===== src/rtl/ram_arbiter.sv =====
// Two-port arbiter in front of the shared program/data RAM.
// Every access runs IDLE -> ADDR -> ACCESS -> DONE; the granted port's ack pulses in DONE.
module ram_arbiter #(
  parameter int ADDR_W     = 4,
  parameter int DATA_W     = 8,
  parameter int FIXED_PRIO = 0
) (
  input  logic              clk,
  input  logic              rst,
  input  logic              req0,
  input  logic              we0,
  input  logic [ADDR_W-1:0] addr0,
  input  logic [DATA_W-1:0] wdata0,
  output logic              ack0,
  input  logic              req1,
  input  logic              we1,
  input  logic [ADDR_W-1:0] addr1,
  input  logic [DATA_W-1:0] wdata1,
  output logic              ack1,
  output logic [DATA_W-1:0] rdata,
  output logic [ADDR_W-1:0] ram_addr,
  output logic              ram_read,
  output logic              ram_write,
  output logic [DATA_W-1:0] bus_out,
  output logic              bus_oe,
  input  logic [DATA_W-1:0] bus_in,
  output logic              busy
);

  localparam logic [1:0] S_IDLE   = 2'd0;
  localparam logic [1:0] S_ADDR   = 2'd1;
  localparam logic [1:0] S_ACCESS = 2'd2;
  localparam logic [1:0] S_DONE   = 2'd3;

  logic [1:0]        state_q, state_d;
  logic [ADDR_W-1:0] addr_q, addr_d;
  logic [DATA_W-1:0] wdata_q, wdata_d;
  logic [DATA_W-1:0] rdata_q, rdata_d;
  logic              we_q, we_d;
  logic              gnt_q, gnt_d;
  logic              last_q, last_d;
  logic              ack0_q, ack0_d;
  logic              ack1_q, ack1_d;
  logic              tie;
  logic              win1;

  // last_q names the port that won the previous tie; the other one wins the next.
  always_comb begin
    tie  = req0 && req1;
    win1 = 1'b0;
    if (req1 && !req0)
      win1 = 1'b1;
    else if (tie && FIXED_PRIO == 0)
      win1 = ~last_q;
  end

  always_comb begin
    state_d = state_q;
    addr_d  = addr_q;
    wdata_d = wdata_q;
    rdata_d = rdata_q;
    we_d    = we_q;
    gnt_d   = gnt_q;
    last_d  = last_q;
    ack0_d  = 1'b0;
    ack1_d  = 1'b0;
    case (state_q)
      S_IDLE: begin
        if (req0 || req1) begin
          state_d = S_ADDR;
          gnt_d   = win1;
          addr_d  = win1 ? addr1  : addr0;
          wdata_d = win1 ? wdata1 : wdata0;
          we_d    = win1 ? we1    : we0;
          if (tie && FIXED_PRIO == 0)
            last_d = win1;
        end
      end
      S_ADDR:   state_d = S_ACCESS;
      S_ACCESS: begin
        state_d = S_DONE;
        if (!we_q)
          rdata_d = bus_in;
        ack0_d = ~gnt_q;
        ack1_d = gnt_q;
      end
      S_DONE:   state_d = S_IDLE;
      default:  state_d = S_IDLE;
    endcase
  end

  always_ff @(posedge clk) begin
    if (rst) begin
      state_q <= S_IDLE;
      addr_q  <= '0;
      wdata_q <= '0;
      rdata_q <= '0;
      we_q    <= 1'b0;
      gnt_q   <= 1'b0;
      last_q  <= 1'b1;
      ack0_q  <= 1'b0;
      ack1_q  <= 1'b0;
    end else begin
      state_q <= state_d;
      addr_q  <= addr_d;
      wdata_q <= wdata_d;
      rdata_q <= rdata_d;
      we_q    <= we_d;
      gnt_q   <= gnt_d;
      last_q  <= last_d;
      ack0_q  <= ack0_d;
      ack1_q  <= ack1_d;
    end
  end

  // Strobes are gated by rst so a reset landing in ACCESS never writes the RAM.
  assign ram_read  = !rst && (state_q == S_ACCESS) && !we_q;
  assign ram_write = !rst && (state_q == S_ACCESS) && we_q;
  assign bus_oe    = ram_write;
  assign ram_addr  = addr_q;
  assign bus_out   = wdata_q;
  assign rdata     = rdata_q;
  assign ack0      = ack0_q;
  assign ack1      = ack1_q;
  assign busy      = (state_q != S_IDLE);

endmodule


===== config.mk =====
export PLATFORM = sky130hd
export DESIGN_NAME = ram_arbiter
export DESIGN_NICKNAME = d
export VERILOG_FILES = /design/src/rtl/ram_arbiter.sv
export SDC_FILE = /design/constraint.sdc
export NUM_CORES = 1
export LEC_CHECK = 0
export CORE_MARGIN = 1
export CORE_UTILIZATION = 39
export DETAILED_ROUTE_END_ITERATION = 10
export GPL_ROUTABILITY_DRIVEN = 0
export GPL_TIMING_DRIVEN = 0
export HOLD_SLACK_MARGIN = 0.03
export MAX_ROUTING_LAYER = met4
export PLACE_DENSITY = 0.87
export SLEW_MARGIN = 10
export SYNTH_ARGS = -nofsm -noshare
export SYNTH_HDL_FRONTEND = slang
export SYNTH_SLANG_ARGS = --single-unit

===== constraint.sdc =====
create_clock -name clk -period 1.7 [get_ports clk]
set_input_delay 0.255 -clock clk [delete_from_list [all_inputs] [get_ports clk]]
set_output_delay 0.255 -clock clk [all_outputs]
set_load 0.03 [all_outputs]

==> flow_summary.json <==
{
  "status": "finished, final reports clean",
  "cts_buffers": 3,
  "wl_per_cell_um": 11.6,
  "grt_pass1_wl_mm": 4.65,
  "dp_slack_ns": -0.318,
  "ys.warnings.count": 0,
  "viasPerCell": 4.71,
  "cts_buffer_depth": 2,
  "drt_iter0_drc": 20,
  "cpLargestDelayFamily": "flip-flops",
  "root_buffer": "clkbuf_4",
  "hp-class": "in2reg",
  "rr_endpoint": "ram_addr[2]",
  "hpwl_mm": 2.09,
  "switching_share": 0.425,
  "synth_top_area_share": 0.438,
  "grt_max_degree": 15,
  "critPathLaunch": "state_q[0]",
  "ys_seq_elements": 27,
  "layout_setup_ws_ns": 0.0752,
  "cts_tree": "yes",
  "final_nets": 245,
  "p_seq_frac": 0.330,
  "start_util": 0.408,
  "clk_pin_slew_ns": 0.14,
  "layout.cells.non_filler": 248,
  "slowest_stage": "dfxtp_2",
  "drtAntennaViolNets": 0,
  "drc": 0,
  "yosysTopAreaCell": "dfxtp_1",
  "syn_area_per_cell_sq_um": 8.88,
  "syn_nets": 179,
  "clk_latency_ns": 0.32,
  "synthDistinctLibCells": 27,
  "pwr_density_cell_nw_per_um2": 1420,
  "critPathMaxFanout": 6,
  "cp-start-kind": "flip-flop",
  "timing.final.crit_period_ns": 1.62,
  "reg2reg_from": "state_q[1]",
  "hold_violations": 0,
  "reg2regPathDepth": 6,
  "setup-tns-final_ns": 0,
  "grt_antenna_before_repair": 0,
  "p_int_mw": 1.60,
  "rsz0062_at_grt": "false",
  "fin_crit_sh": 0.956,
  "grt_overflow_total": 0,
  "n_antenna_cell": 0,
  "finalPower_mw": 2.78,
  "utilization": 0.647,
  "crit_chain": "inv_4 -> ha_4 -> and3b_1 -> buf_4 -> buf_6",
  "fmax_mhz": 615,
  "hold_ws_ns": 0.374,
  "cpPeakStageDelay_ns": 0.38,
  "dpl.cell_count": 245,
  "ys_seq_area_frac": 0.438,
  "die-area_sq_um": 3400,
  "switchingPower_mw": 1.18,
  "syn-cell-area_sq_um": 1230,
  "grt_pass1_vias": 1082,
  "num_io_pins": 64,
  "dr.pass1.iters": 4,
  "hold_buffers": 0,
  "syn_inst": 139,
  "final_area_sq_um": 1960,
  "vias": 1169,
  "cts.sink_count": 27,
  "die_w_um": 58.3,
  "setup_violations": 0,
  "tightest_slew_ns": 0.692,
  "p_comb_frac": 0.572,
  "slew_headroom": 0.539,
  "cp.depth": 5,
  "place_area_sq_um": 1910,
  "crit_end": "ram_write",
  "track_usage": 0.181,
  "fin_worst_skew_ns": 0.00892,
  "die_h_um": 58.3,
  "rrSetupSlack_ns": 0.25,
  "hold_depth": 2,
  "design.core.area_sq_um": 3030,
  "num_rows": 20,
  "worstPathArrival_ns": 1.37,
  "ir_drop_mv": 0.733,
  "cts.htree.levels": 1,
  "drv_cap": 0,
  "path_class": "reg2out",
  "end_kind": "output pin",
  "leakage_nw": 0.727,
  "drive_gt1_frac": 0.186,
  "synthTopCellsByArea": "dfxtp_1 44%, a211oi_2 10%, nand2_1 8.8%",
  "area_growth_pct": 58.6,
  "required_ns": 1.44,
  "final_max_slew_viol_count": 0,
  "path_buf_inv": 3,
  "p_clk_frac": 0.098,
  "io_buffers": 62,
  "drt-total-wl_mm": 2.88,
  "cts_setup_buffers": 0
}
## layout make-up
type | count | area (sq um)
inverter | 3 | 13.8
timing repair buffer | 62 | 609
fill | 261 | 1070
multi-input combinational | 99 | 652
sequential | 27 | 542
buffer | 9 | 60.1
tap | 44 | 55.1
clock buffer | 4 | 26.3
## kinds of logic (layout without fill, tap and decap cells)
family                   after synthesis  in the layout  synth area share
AND/OR/NAND/NOR                       54             54             0.186
AO/OA/AOI/OAI                         42             42             0.288
flip-flops                            27             27             0.438
adder cells (fa/ha/maj)                2              2            0.0203
XOR/XNOR                               1              1           0.00709
buffers and inverters                 13             78            0.0608
## placed cells by master, fill, tap and decap left out, drive strengths merged
master          n
a211oi         14
a21bo           1
a21boi          1
a21oi          22
a22oi           1
and3b           2
buf             9
clkbuf          8
clkdlybuf4s50  58
dfxtp          27
ha              2
inv             3
nand2          29
nand2b          2
nand3           1
nor2           16
nor2b           1
nor3            1
nor3b           1
o21a            1
o21ai           1
o31ai           1
or4             1
xor2            1
## worst register-to-register path, delay by kind of cell, from the launching register on
kind | cells | cell delay (ns)
fa+ha+maj | 1 | 0.19
flops | 1 | 0.39
buf+inv | 2 | 0.32
compound gates | 3 | 0.48
## metal layers
layer  vias up  GRT usage  wire length, um
met2        39      0.299             1360
met1       523      0.220             1340
met3         5     0.0402              144
li1        602          -                -
met4         0     0.0544               34
met5         -          -                0
## what timing repair did
item                                    in CTS  in global routing
hold endpoints to repair                     0                  0
pin swaps                                    0                  0
endpoints found under the setup margin       4                  4
resized for setup                           22                 10
## power by group through the flow
| stage | combinational (mW) | clock, mW | sequential [mW] |
|---|---|---|---|
| 2_1_floorplan | 0.744 | 0 | 1.19 |
| 3_3_place_gp | 1.53 | 0 | 0.916 |
| 3_5_place_dp | 1.55 | 0 | 0.921 |
| 4_1_cts | 1.55 | 0.282 | 0.908 |
| 5_1_grt | 1.73 | 0.308 | 0.937 |
| 6_report | 1.59 | 0.273 | 0.918 |
## worst min path at each step
stage / from / slack, ns / end
after floorplan: bus_in[0] / 0.39 / rdata[0]
after detailed placement: gnt_q / 0.45 / ack0
final: rst / 0.37 / bus_out[3]
after global routing: rst / 0.38 / bus_out[4]
after global placement: rdata[2] / 0.44 / rdata[2]
after CTS: rst / 0.38 / bus_out[3]
## registers in the layout, indices dropped and copies added, names as in the netlist
name / flops
bus_out: 8
rdata: 8
ack0: 1
last_q: 1
gnt_q: 1
ack1: 1
we_q: 1
state_q: 2
ram_addr: 4
## synth_stat cells
master / number
a21oi_2: 9
clkbuf_1: 3
buf_4: 3
o31ai_1: 1
ha_1: 2
nor3b_1: 1
a22oi_1: 1
o21ai_1: 1
nor2_1: 16
nand2_1: 29
inv_1: 3
buf_1: 2
a21boi_4: 1
xor2_1: 1
nor3_1: 1
or4_1: 1
a21bo_2: 1
and3b_1: 2
a211oi_1: 4
buf_6: 2
nor2b_1: 1
a21oi_1: 13
nand2b_1: 2
nand3_1: 1
dfxtp_1: 27
o21a_1: 1
a211oi_2: 10
No activity file was read; power rests on OpenSTA's default activity.
